===== src/rtl/enemy_spawn_scheduler.sv =====
// Game-flow controller: IDLE/RUN/CRASH sequencing, staggered and round-robin enemy spawns,
// lane picking, per-level accelerator ramp and dodge score.
module enemy_spawn_scheduler #(
    parameter int unsigned SPAWN_GAP   = 14,
    parameter int unsigned LEVEL_TICKS = 50,
    parameter int unsigned ACCEL_STEP  = 1000,
    parameter int unsigned ACCEL_MAX   = 100000,
    parameter int unsigned OFFSCREEN_Y = 600,
    parameter int unsigned SPAWN_Y     = 610,
    parameter int unsigned LANE_L      = 197,
    parameter int unsigned LANE_C      = 279,
    parameter int unsigned LANE_R      = 361
) (
    input  logic        clk_i,
    input  logic        reset_i,
    input  logic        tick_i,
    input  logic        start_i,
    input  logic        collision_i,
    input  logic [2:0]  rnd_i,
    input  logic [9:0]  enemy0_y_i,
    input  logic [9:0]  enemy1_y_i,
    output logic        spawn0_o,
    output logic        spawn1_o,
    output logic [9:0]  spawn_x_o,
    output logic [9:0]  spawn_y_o,
    output logic [24:0] accel_o,
    output logic [3:0]  level_o,
    output logic [15:0] score_o,
    output logic        running_o,
    output logic        crashed_o
);
    localparam int unsigned     LvlW      = $clog2(LEVEL_TICKS + 1);
    localparam logic [5:0]      Init1Tick = 6'(SPAWN_GAP + 1);
    localparam logic [LvlW-1:0] LvlWrap   = LvlW'(LEVEL_TICKS);
    localparam logic [25:0]     AccelMax  = 26'(ACCEL_MAX);
    localparam logic [25:0]     AccelStep = 26'(ACCEL_STEP);
    localparam logic [9:0]      OffY      = 10'(OFFSCREEN_Y);
    localparam logic [1:0]      LaneL     = 2'd0;
    localparam logic [1:0]      LaneC     = 2'd1;
    localparam logic [1:0]      LaneR     = 2'd2;

    typedef enum logic [1:0] {StIdle, StRun, StCrash} state_e;

    state_e          state_q, state_d;
    logic [5:0]      tick_cnt_q, tick_cnt_d;
    logic [LvlW-1:0] lvl_cnt_q, lvl_cnt_d;
    logic [1:0]      live_q, live_d;
    logic [1:0]      started_q, started_d;
    logic [1:0]      last_lane_q, last_lane_d;
    logic            rr_q, rr_d;
    logic            spawn0_q, spawn0_d;
    logic            spawn1_q, spawn1_d;
    logic [9:0]      spawn_x_q, spawn_x_d;
    logic [24:0]     accel_q, accel_d;
    logic [3:0]      level_q, level_d;
    logic [15:0]     score_q, score_d;

    logic [1:0]      off, init, req, grant, base_lane, lane;
    logic [5:0]      tick_cnt_inc;
    logic [LvlW-1:0] lvl_cnt_inc;
    logic [16:0]     score_sum;
    logic [25:0]     accel_sum;
    logic [9:0]      lane_x;

    assign off          = live_q & {enemy1_y_i >= OffY, enemy0_y_i >= OffY};
    assign score_sum    = {1'b0, score_q} + 17'(off[0]) + 17'(off[1]);
    assign accel_sum    = {1'b0, accel_q} + AccelStep;
    assign tick_cnt_inc = (tick_cnt_q == 6'd63) ? tick_cnt_q : tick_cnt_q + 6'd1;
    assign lvl_cnt_inc  = lvl_cnt_q + LvlW'(1);
    assign init         = {tick_cnt_inc == Init1Tick, tick_cnt_inc == 6'd1};
    // Requests use the registered live bits; an off-screen clear counts from the next tick.
    assign req          = (started_q | init) & ~live_q;
    assign grant        = (req == 2'b11) ? (rr_q ? 2'b01 : 2'b10) : req;

    always_comb begin
        case (rnd_i)
            3'd0, 3'd3, 3'd6: base_lane = LaneL;
            3'd1, 3'd4, 3'd7: base_lane = LaneC;
            default:          base_lane = LaneR;
        endcase
    end

    assign lane = (base_lane != last_lane_q) ? base_lane :
                  (base_lane == LaneR) ? LaneL : base_lane + 2'd1;

    always_comb begin
        case (lane)
            LaneL:   lane_x = 10'(LANE_L);
            LaneC:   lane_x = 10'(LANE_C);
            default: lane_x = 10'(LANE_R);
        endcase
    end

    always_comb begin
        state_d     = state_q;
        tick_cnt_d  = tick_cnt_q;
        lvl_cnt_d   = lvl_cnt_q;
        live_d      = live_q;
        started_d   = started_q;
        last_lane_d = last_lane_q;
        rr_d        = rr_q;
        spawn0_d    = 1'b0;
        spawn1_d    = 1'b0;
        spawn_x_d   = spawn_x_q;
        accel_d     = accel_q;
        level_d     = level_q;
        score_d     = score_q;
        unique case (state_q)
            StIdle: begin
                if (start_i) state_d = StRun;
            end
            StRun: begin
                live_d  = live_q & ~off;
                score_d = score_sum[16] ? 16'hFFFF : score_sum[15:0];
                if (collision_i) begin
                    state_d = StCrash;
                end else if (tick_i) begin
                    tick_cnt_d = tick_cnt_inc;
                    started_d  = started_q | init;
                    spawn0_d   = grant[0];
                    spawn1_d   = grant[1];
                    live_d     = live_d | grant;
                    if (grant != 2'b00) begin
                        rr_d        = grant[1];
                        last_lane_d = lane;
                        spawn_x_d   = lane_x;
                    end
                    if (lvl_cnt_inc == LvlWrap) begin
                        lvl_cnt_d = '0;
                        level_d   = (level_q == 4'hF) ? level_q : level_q + 4'd1;
                        accel_d   = (accel_sum >= AccelMax) ? AccelMax[24:0] : accel_sum[24:0];
                    end else begin
                        lvl_cnt_d = lvl_cnt_inc;
                    end
                end
            end
            StCrash: begin
                if (start_i) begin
                    state_d    = StRun;
                    tick_cnt_d = '0;
                    lvl_cnt_d  = '0;
                    live_d     = '0;
                    started_d  = '0;
                    accel_d    = '0;
                    level_d    = '0;
                    score_d    = '0;
                end
            end
            default: state_d = StIdle;
        endcase
    end

    always_ff @(posedge clk_i) begin
        if (reset_i) begin
            state_q     <= StIdle;
            tick_cnt_q  <= '0;
            lvl_cnt_q   <= '0;
            live_q      <= '0;
            started_q   <= '0;
            last_lane_q <= LaneC;
            rr_q        <= 1'b0;
            spawn0_q    <= 1'b0;
            spawn1_q    <= 1'b0;
            spawn_x_q   <= 10'(LANE_C);
            accel_q     <= '0;
            level_q     <= '0;
            score_q     <= '0;
        end else begin
            state_q     <= state_d;
            tick_cnt_q  <= tick_cnt_d;
            lvl_cnt_q   <= lvl_cnt_d;
            live_q      <= live_d;
            started_q   <= started_d;
            last_lane_q <= last_lane_d;
            rr_q        <= rr_d;
            spawn0_q    <= spawn0_d;
            spawn1_q    <= spawn1_d;
            spawn_x_q   <= spawn_x_d;
            accel_q     <= accel_d;
            level_q     <= level_d;
            score_q     <= score_d;
        end
    end

    assign spawn0_o  = spawn0_q;
    assign spawn1_o  = spawn1_q;
    assign spawn_x_o = spawn_x_q;
    assign spawn_y_o = 10'(SPAWN_Y);
    assign accel_o   = accel_q;
    assign level_o   = level_q;
    assign score_o   = score_q;
    assign running_o = (state_q == StRun);
    assign crashed_o = (state_q == StCrash);

endmodule


===== config.mk =====
export PLATFORM = sky130hd
export DESIGN_NAME = enemy_spawn_scheduler
export DESIGN_NICKNAME = d
export VERILOG_FILES = /design/src/rtl/enemy_spawn_scheduler.sv
export SDC_FILE = /design/constraint.sdc
export NUM_CORES = 1
export LEC_CHECK = 0
export CAP_MARGIN = 30
export CORE_MARGIN = 1.5
export CORE_UTILIZATION = 48
export CTS_BUF_LIST = sky130_fd_sc_hd__clkbuf_4
export CTS_CLUSTER_SIZE = 20
export DETAILED_ROUTE_END_ITERATION = 10
export HOLD_SLACK_MARGIN = 0.15
export PLACE_DENSITY = 0.9
export SYNTH_ARGS = -nofsm -noshare
export SYNTH_HDL_FRONTEND = slang
export SYNTH_SLANG_ARGS = --single-unit

===== constraint.sdc =====
create_clock -name clk_i -period 3.5 [get_ports clk_i]
set_input_delay 0.875 -clock clk_i [delete_from_list [all_inputs] [get_ports clk_i]]
set_output_delay 0.875 -clock clk_i [all_outputs]
set_load 0.005 [all_outputs]

* Word level (Yosys, flattened, before mapping) *
Index checks and enable logic that the tools add are counted.

storage, ports and cells
  output and inout port bits = 69
  input bits = 28
  register bits = 78
  logic and storage cells = 111

cells by class
  $lt $le $gt $ge = 3
  bitwise gates (word level) = 10
  reductions and logical operators = 15
  eq/ne operators = 23
  mux-type cells = 40
  add/subtract/negate cells = 7

operators with widths
  operator                number
  $mux 25                 5
  $pmux 25 s2             1
  $mux 6                  7
  $mux 16                 2
  $pmux 16 s2             1
  $add 25x10->26 const B  1
  $ge 26x17->1 const B    1
  $pmux 6 s2              2
  $mux 2                  11
  $ge 10x10->1 const B    2
  $mux 4                  5
  $pmux 9 s2              1
  $add 16x1->17           1
  $add 17x1->17           1
  $pmux 2 s2              4
  $add 6x1->6 const B     2
  $eq 6x6->1 const B      2
  $ne 2x2->1 const B      5
  $eq 3x3->1 const B      3
  $pmux 4 s2              1
  $reduce_and 4->1        2
  $and 2x2->2             3
  $eq 2x2->1 const B      3
  $eq 6x1->1 const B      1
  other kinds (21)        31

* Longest topological paths before layout *
Gate-level depths: netlist (run 1).

  word-level depth = 11
  mapped depth = 13
  mapped depth without buffers = 13

* Worst setup path after synthesis (run 1) *
Ideal clock, no wire load.

  path kind = input -> register
  start point = input enemy0_y_i[4]
  end point = register score_q[15] (netlist: score_o[15])
  data arrival time = 3059 ps
  required time = 3368 ps
  cell stages on the path = 13
  slack = 309 ps
  path buffers = 1
  setup time = 132 ps
  cells stage by stage = a21oi_1 > nor2b_1 > o31a_1 > and2_1 > fa_1 > ha_1 > nand3_1 > nor4_1 > and3_1 > and3_1 > clkbuf_1 > o21ai_0 > a21oi_1

on the way
  longest elaborated chain between the ends = 6

RTL lines
  element                 RTL line  source
  start: declaration      20        input logic [9:0] enemy0_y_i,
  $ge 10x10->1            65        assign off = live_q & {enemy1_y_i >= OffY, enemy0_y_i >= OffY};
  $and 2x2->2             65
  $add 16x1->17           66        assign score_sum = {1'b0, score_q} + 17'(off[0]) + 17'(off[1]);
  $add 17x1->17           66
  $mux 16                 114       score_d = score_sum[16] ? 16'hFFFF : score_sum[15:0];
  $pmux 16 s2             108       unique case (state_q)
  end signal: assignment  181       score_q <= score_d;
  end: declaration        56        logic [15:0] score_q, score_d;

No other way between the ends.
A chain may end at the register's enable or synchronous reset.

* Final worst setup path (run 1) *
  start point = input enemy1_y_i[4]
  end point = register score_q[5] (netlist: score_o[5])

on the way
  longest elaborated chain between the ends = 5

RTL lines
  element             RTL line  source
  start: declaration  21        input logic [9:0] enemy1_y_i,
  $ge 10x10->1        65
  $and 2x2->2         65
  $add 17x1->17       66
  $mux 16             114
  $pmux 16 s2         108

No other way between the ends.

==> results of run 1 <==
## critical path, cell delays in order
cell and delay, ps:
clkdlybuf4s50_1 460, a21oi_1 70, nor2b_1 120, o31ai_1 90
nor2_1 170, fa_1 230, ha_1 180, nand3_1 100
nor4_1 400, and3_1 230, and3_1 430, o21ai_0 180
a21oi_1 150
## through the flow
step           util, %  setup slack, ps  total power [mW]
4_1_cts           61.5              221              1.57
6_report          61.5              177              1.56
3_5_place_dp      59.6             -223             0.981
5_1_grt           61.5            0.103              1.63
3_3_place_gp      59.6             -141             0.975
2_1_floorplan        -              309             0.929
## cell usage after synthesis (3+ instances only)
master      n
mux2i_1     4
nor2b_1    10
a211oi_1    7
o32ai_1     3
and3_1      8
nand3_1    18
xnor2_1     4
nand2_1    61
nor2_1     40
dfxtp_1    71
inv_1      14
o21bai_1    3
buf_4      19
and2_1     11
a21o_1      8
nor3_1     28
o21ai_0    41
ha_1        6
clkbuf_1   16
o211ai_1    3
nand2b_1   10
nand4_1     8
a31oi_1     6
buf_2       5
o21a_1      4
o2bb2ai_1   3
nor4_1      6
or3_1       6
a21oi_1    47
## power by group through the flow
stage          Combinational, mW  Sequential (mW)  Clock [mW]
6_report                   0.139            0.825       0.595
5_1_grt                    0.155            0.827       0.646
4_1_cts                    0.139            0.825       0.607
3_5_place_dp               0.138            0.843           0
3_3_place_gp               0.133            0.842           0
2_1_floorplan             0.0866            0.842           0
## flip-flops by register name, indices dropped and copies added (netlist names)
signal,flops
last_lane_q,2
spawn_x_o,6
accel_o,22
score_o,16
spawn1_o,1
tick_cnt_q,6
lvl_cnt_q,6
spawn0_o,1
state_q,2
level_o,4
started_q,2
live_q,2
rr_q,1
## metal layers
metal,part of all wire (%),vias to the layer above
met4,0.88,0
met3,7.2,11
li1,-,2011
met2,50,175
met1,42,1921
met5,0,-
## cell type report
| type | instances | area share (%) |
|---|---|---|
| Clock buffer | 10 | 1.48 |
| Clock inverter | 5 | 1.66 |
| Inverter | 14 | 1.04 |
| Multi-Input combinational cell | 409 | 47.7 |
| Sequential cell | 71 | 28.1 |
| Tap cell | 105 | 2.60 |
| Timing Repair Buffer | 92 | 17.4 |
## final timing paths
path / from / slack [ps] / to / cells past startpoint
setup / recovery: enemy1_y_i[4] / 180 / score_o[5] / 13
hold / removal: spawn_x_o[2] / 460 / spawn_x_o[2] / 2
setup reg to reg: accel_o[3] / 330 / accel_o[14] / 8
hold reg to reg: spawn_x_o[2] / 460 / spawn_x_o[2] / 2
## cell families after synthesis
family | count (synthesis) | synth area share (%)
mux | 5 | 1.26
flops | 71 | 34.8
other cells | 2 | 0.184
fa+ha+maj | 7 | 2.33
compound gates | 152 | 24.6
xor+xnor | 5 | 1.07
buf+inv | 56 | 7.26
simple gates | 225 | 28.5
==> impl_metrics.yaml, run 1 <==
power_and_ir_drop:
  intPower_mw: 1.18
  powerDensity_mw_per_mm2: 308
  seqPwrFrac_pct: 52.9
  power.share.switching_pct: 24.5
  power_frac_comb_pct: 8.9
  pwr-share-clk_pct: 38.1
  p_switching_mw: 0.382
  peakVddDrop_v: 0.000156
  p_leak_nw: 1.79
synth:
  netlist-cell-type-count: 74
  syn_inst: 523
  avgSynthCellArea_um2: 7.81
  netlist_area_mm2: 0.00408
  synthTopCellsByArea: "dfxtp_1 35%, a21oi_1 5.8%, nand2_1 5.6%, o21ai_0 5.0%, nor2_1 3.7%"
  ys_seq_elements: 71
  synth_ff_type: "dfxtp_1"
  yosysTopAreaCellShare_pct: 34.8
  yosys_warnings: 0
  synth_area_leader_cell: "dfxtp_1"
  ys_seq_area_share_pct: 34.8
  synthArstFlopShare_pct: 0
  synth_edf_count: 0
die:
  rows: 33
  fp.dieW_um: 95.2
  die-area_mm2: 0.00907
  core_area_mm2: 0.00822
  start_util_pct: 49.7
  chipHeight_um: 95.2
  ios: 97
grt:
  use_met1_pct: 27.3
  met2_usage_pct: 41.5
  track_usage_pct: 23.6
  grt.overflow.total: 0
  grtUsageMet3_pct: 6.86
  grt.busiest_layer: "met2"
  grt_pass1_wl_mm: 17.0
  grt_pass1_vias: 3868
  antenna_found_initial: 0
  grt_max_degree: 26
timing:
  fmax_mhz: 301
  worst_pin_slew_ps: 838
  skew_ps: 13.5
  holdWs_ps: 462
  min_period_ps: 3320
  setup_violations: 0
  rsz0062_at_grt: "false"
  tns_ps: 0
  finalMaxSlewViolations: 0
  hold_viol_final: 0
  slew_headroom_pct: 44.1
  period_share_pct: 94.9
clock_tree:
  cts.repair.resized: 0
  cts_buffers: 9
  cts_root_buf: "clkbuf_4"
  cts_tree: "yes"
  clockBufferDepth: 2
  clkSinkCount: 71
  post-cts-setup-buffer-count: 0
  htree_levels: 3
  path_clk_slew_ps: 120
  clock_latency_ps: 420
  cts_hold_buf: 0
detailed_routing:
  initialDrtViolationCount: 289
  ant_nets: 0
  dr.pass1.iters: 5
  vias_per_cell: 5.83
  routedWlPerCell_um: 14.4
  drt_wl_total_mm: 10.2
  remaining_drc_errors: 0
  vias: 4118
final_layout:
  most-common-layout-cells: "75 x clkdlybuf4s50_1, 71 x dfxtp_1, 61 x nand2_1, 47 x a21oi_1, 41 x o21ai_0"
  regArea_mm2: 0.00142
  num_antenna_cells: 0
  instances_no_fill: 706
  multi_input_area_mm2: 0.00241
  layout.cells.most_common: "clkdlybuf4s50_1"
  fillers: 714
  drive_gt1_share_pct: 8.49
  syn2layout_area_growth_pct: 23.8
  design_area_mm2: 0.00506
  layout.nets: 632
run_status:
  status: "finished clean"
placed_design:
  routabilityCongestion: 0.976
  dp_hpwl_mm: 7.31
  dp_cells: 691
  placed_cell_area_mm2: 0.00490
  io_buffers: 75
worst_setup_path:
  cp.required_ps: 3860
  crit_type: "primary input to flip-flop"
  arrival_ps: 3680
  path_max_fanout: 13
  start_kind: "primary input"
  end_kind: "flip-flop"
hold_path:
  hold_path.class: "flip-flop to flip-flop"
flow_run:
  drv_cap: 0
Note: power is estimated with default switching activity, not from simulation.
==> run 2, diff against run 1 <==
Settings changed: CORE_UTILIZATION 48 to 30, CTS_BUF_LIST sky130_fd_sc_hd__clkbuf_4 to sky130_fd_sc_hd__clkbuf_4 sky130_fd_sc_hd__clkbuf_8, PLACE_DENSITY 0.9 to 0.65, TNS_END_PERCENT set to 1.
==> impl_metrics.yaml, run 2 (synthesis results as in run 1) <==
run_status:
  status: "finished clean"
placed_design:
  dp_cells: 760
  routabilityCongestion: 0.890
  io_buffers: 75
  place_ws_ps: -283
  dp_hpwl_mm: 7.61
  placed_cell_area_mm2: 0.00497
detailed_routing:
  vias_per_cell: 5.27
  remaining_drc_errors: 0
  dr.pass1.iters: 5
  ant_nets: 0
  vias: 4092
  initialDrtViolationCount: 357
  routedWlPerCell_um: 13.7
  drt_wl_total_mm: 10.6
power_and_ir_drop:
  pwr-share-clk_pct: 43.4
  total_power_mw: 1.70
  intPower_mw: 1.30
  power.share.switching_pct: 23.3
  peakVddDrop_v: 0.000192
  powerDensity_mw_per_mm2: 328
  seqPwrFrac_pct: 48.4
  p_switching_mw: 0.397
  p_leak_nw: 1.82
  power_frac_comb_pct: 8.2
die:
  fp.dieW_um: 120
  die-area_mm2: 0.0143
  rows: 42
  core_area_mm2: 0.0132
  start_util_pct: 30.8
  ios: 97
  chipHeight_um: 120
grt:
  antenna_found_initial: 0
  use_met1_pct: 19.0
  met2_usage_pct: 24.3
  track_usage_pct: 15.1
  grt.overflow.total: 0
  grt_pass1_wl_mm: 17.9
  grtUsageMet3_pct: 4.99
  grt.busiest_layer: "met2"
  grt_pass1_vias: 3855
  grt_max_degree: 28
clock_tree:
  clkSinkCount: 71
  path_clk_slew_ps: 80
  cts_root_buf: "clkbuf_8"
  clock_latency_ps: 350
  cts_hold_buf: 0
  cts_buffers: 9
  htree_levels: 3
  cts_tree: "yes"
  clockBufferDepth: 2
hold_path:
  hold_path.class: "flip-flop to flip-flop"
final_layout:
  largest_reg_flops: 22
  syn2layout_area_growth_pct: 27.1
  num_antenna_cells: 0
  most-common-layout-cells: "75 x clkdlybuf4s50_1, 71 x dfxtp_1, 61 x nand2_1, 47 x a21oi_1, 41 x o21ai_0"
  multi_input_area_mm2: 0.00241
  drive_gt1_share_pct: 8.50
  regArea_mm2: 0.00142
  fillers: 1379
  design_area_mm2: 0.00519
  layout.cells.most_common: "clkdlybuf4s50_1"
  instances_no_fill: 776
  layout.nets: 630
timing:
  fmax_mhz: 303
  hold_viol_final: 0
  min_period_ps: 3300
  worst_pin_slew_ps: 792
  tns_ps: 0
  finalMaxSlewViolations: 0
  slew_headroom_pct: 47.2
  setup_violations: 0
  setup_ws_ps: 205
  rsz0062_at_grt: "false"
  period_share_pct: 94.2
  skew_ps: 11.4
worst_setup_path:
  end_kind: "flip-flop"
  crit_type: "primary input to flip-flop"
  path_max_fanout: 13
  cp.required_ps: 3790
  arrival_ps: 3580
  start_kind: "primary input"
flow_run:
  drv_cap: 0
==> run 2: what timing repair did <==
action,4_1_cts,5_1_grt
hold endpoints to repair,0,0
buffers inserted,0,0
setup endpoints to repair,0,13
resized for setup,0,1
==> run 2: path summary, 6_finish.rpt <==
path / startpoint / to / slack [ps] / cells past startpoint
setup / recovery: enemy1_y_i[4] / score_o[13] / 200 / 13
hold / removal: started_q[0] / started_q[0] / 460 / 2
setup reg to reg: accel_o[3] / accel_o[14] / 490 / 8
hold reg to reg: started_q[0] / started_q[0] / 460 / 2
==> run 2: through the flow <==
stage	hold WS [ps]	util, %
floorplan	432	-
global placement	437	37.5
detailed placement	452	37.5
CTS	464	39.2
global route	484	39.2
finish	461	39.2
==> run 2: per-layer routing <==
| layer | part of all wire [%] | routed length (um) | up-vias |
|---|---|---|---|
| li1 | - | - | 2005 |
| met1 | 46 | 4830 | 1925 |
| met2 | 46 | 4830 | 146 |
| met3 | 7.6 | 805 | 16 |
| met4 | 1.3 | 140 | 0 |
| met5 | 0 | 0 | - |
==> run 2: critical path, cell delays in order <==
cell and delay [ps]:
clkdlybuf4s50_1 480, a21oi_1 70, nor2b_1 110, o31ai_1 90
nor2_1 160, fa_1 220, ha_1 180, nand3_1 120
nor4_1 430, and3_1 240, and3_2 330, o21ai_0 120
a21oi_1 160
==> run 2: cell type report <==
type	instances	share of cell area (%)
multi-input cells	409	46.5
well taps	176	4.24
clock inverters	4	1.35
repair buffers	90	16.6
inverters	14	1.01
clock buffers	12	2.82
flip-flops and latches	71	27.4
==> run 2: power by group through the flow <==
stage | Combinational, mW | Sequential [mW] | Clock (mW)
floorplan | 0.0866 | 0.842 | 0
global placement | 0.136 | 0.842 | 0
detailed placement | 0.140 | 0.843 | 0
CTS | 0.140 | 0.824 | 0.759
global route | 0.154 | 0.825 | 0.795
finish | 0.140 | 0.824 | 0.738
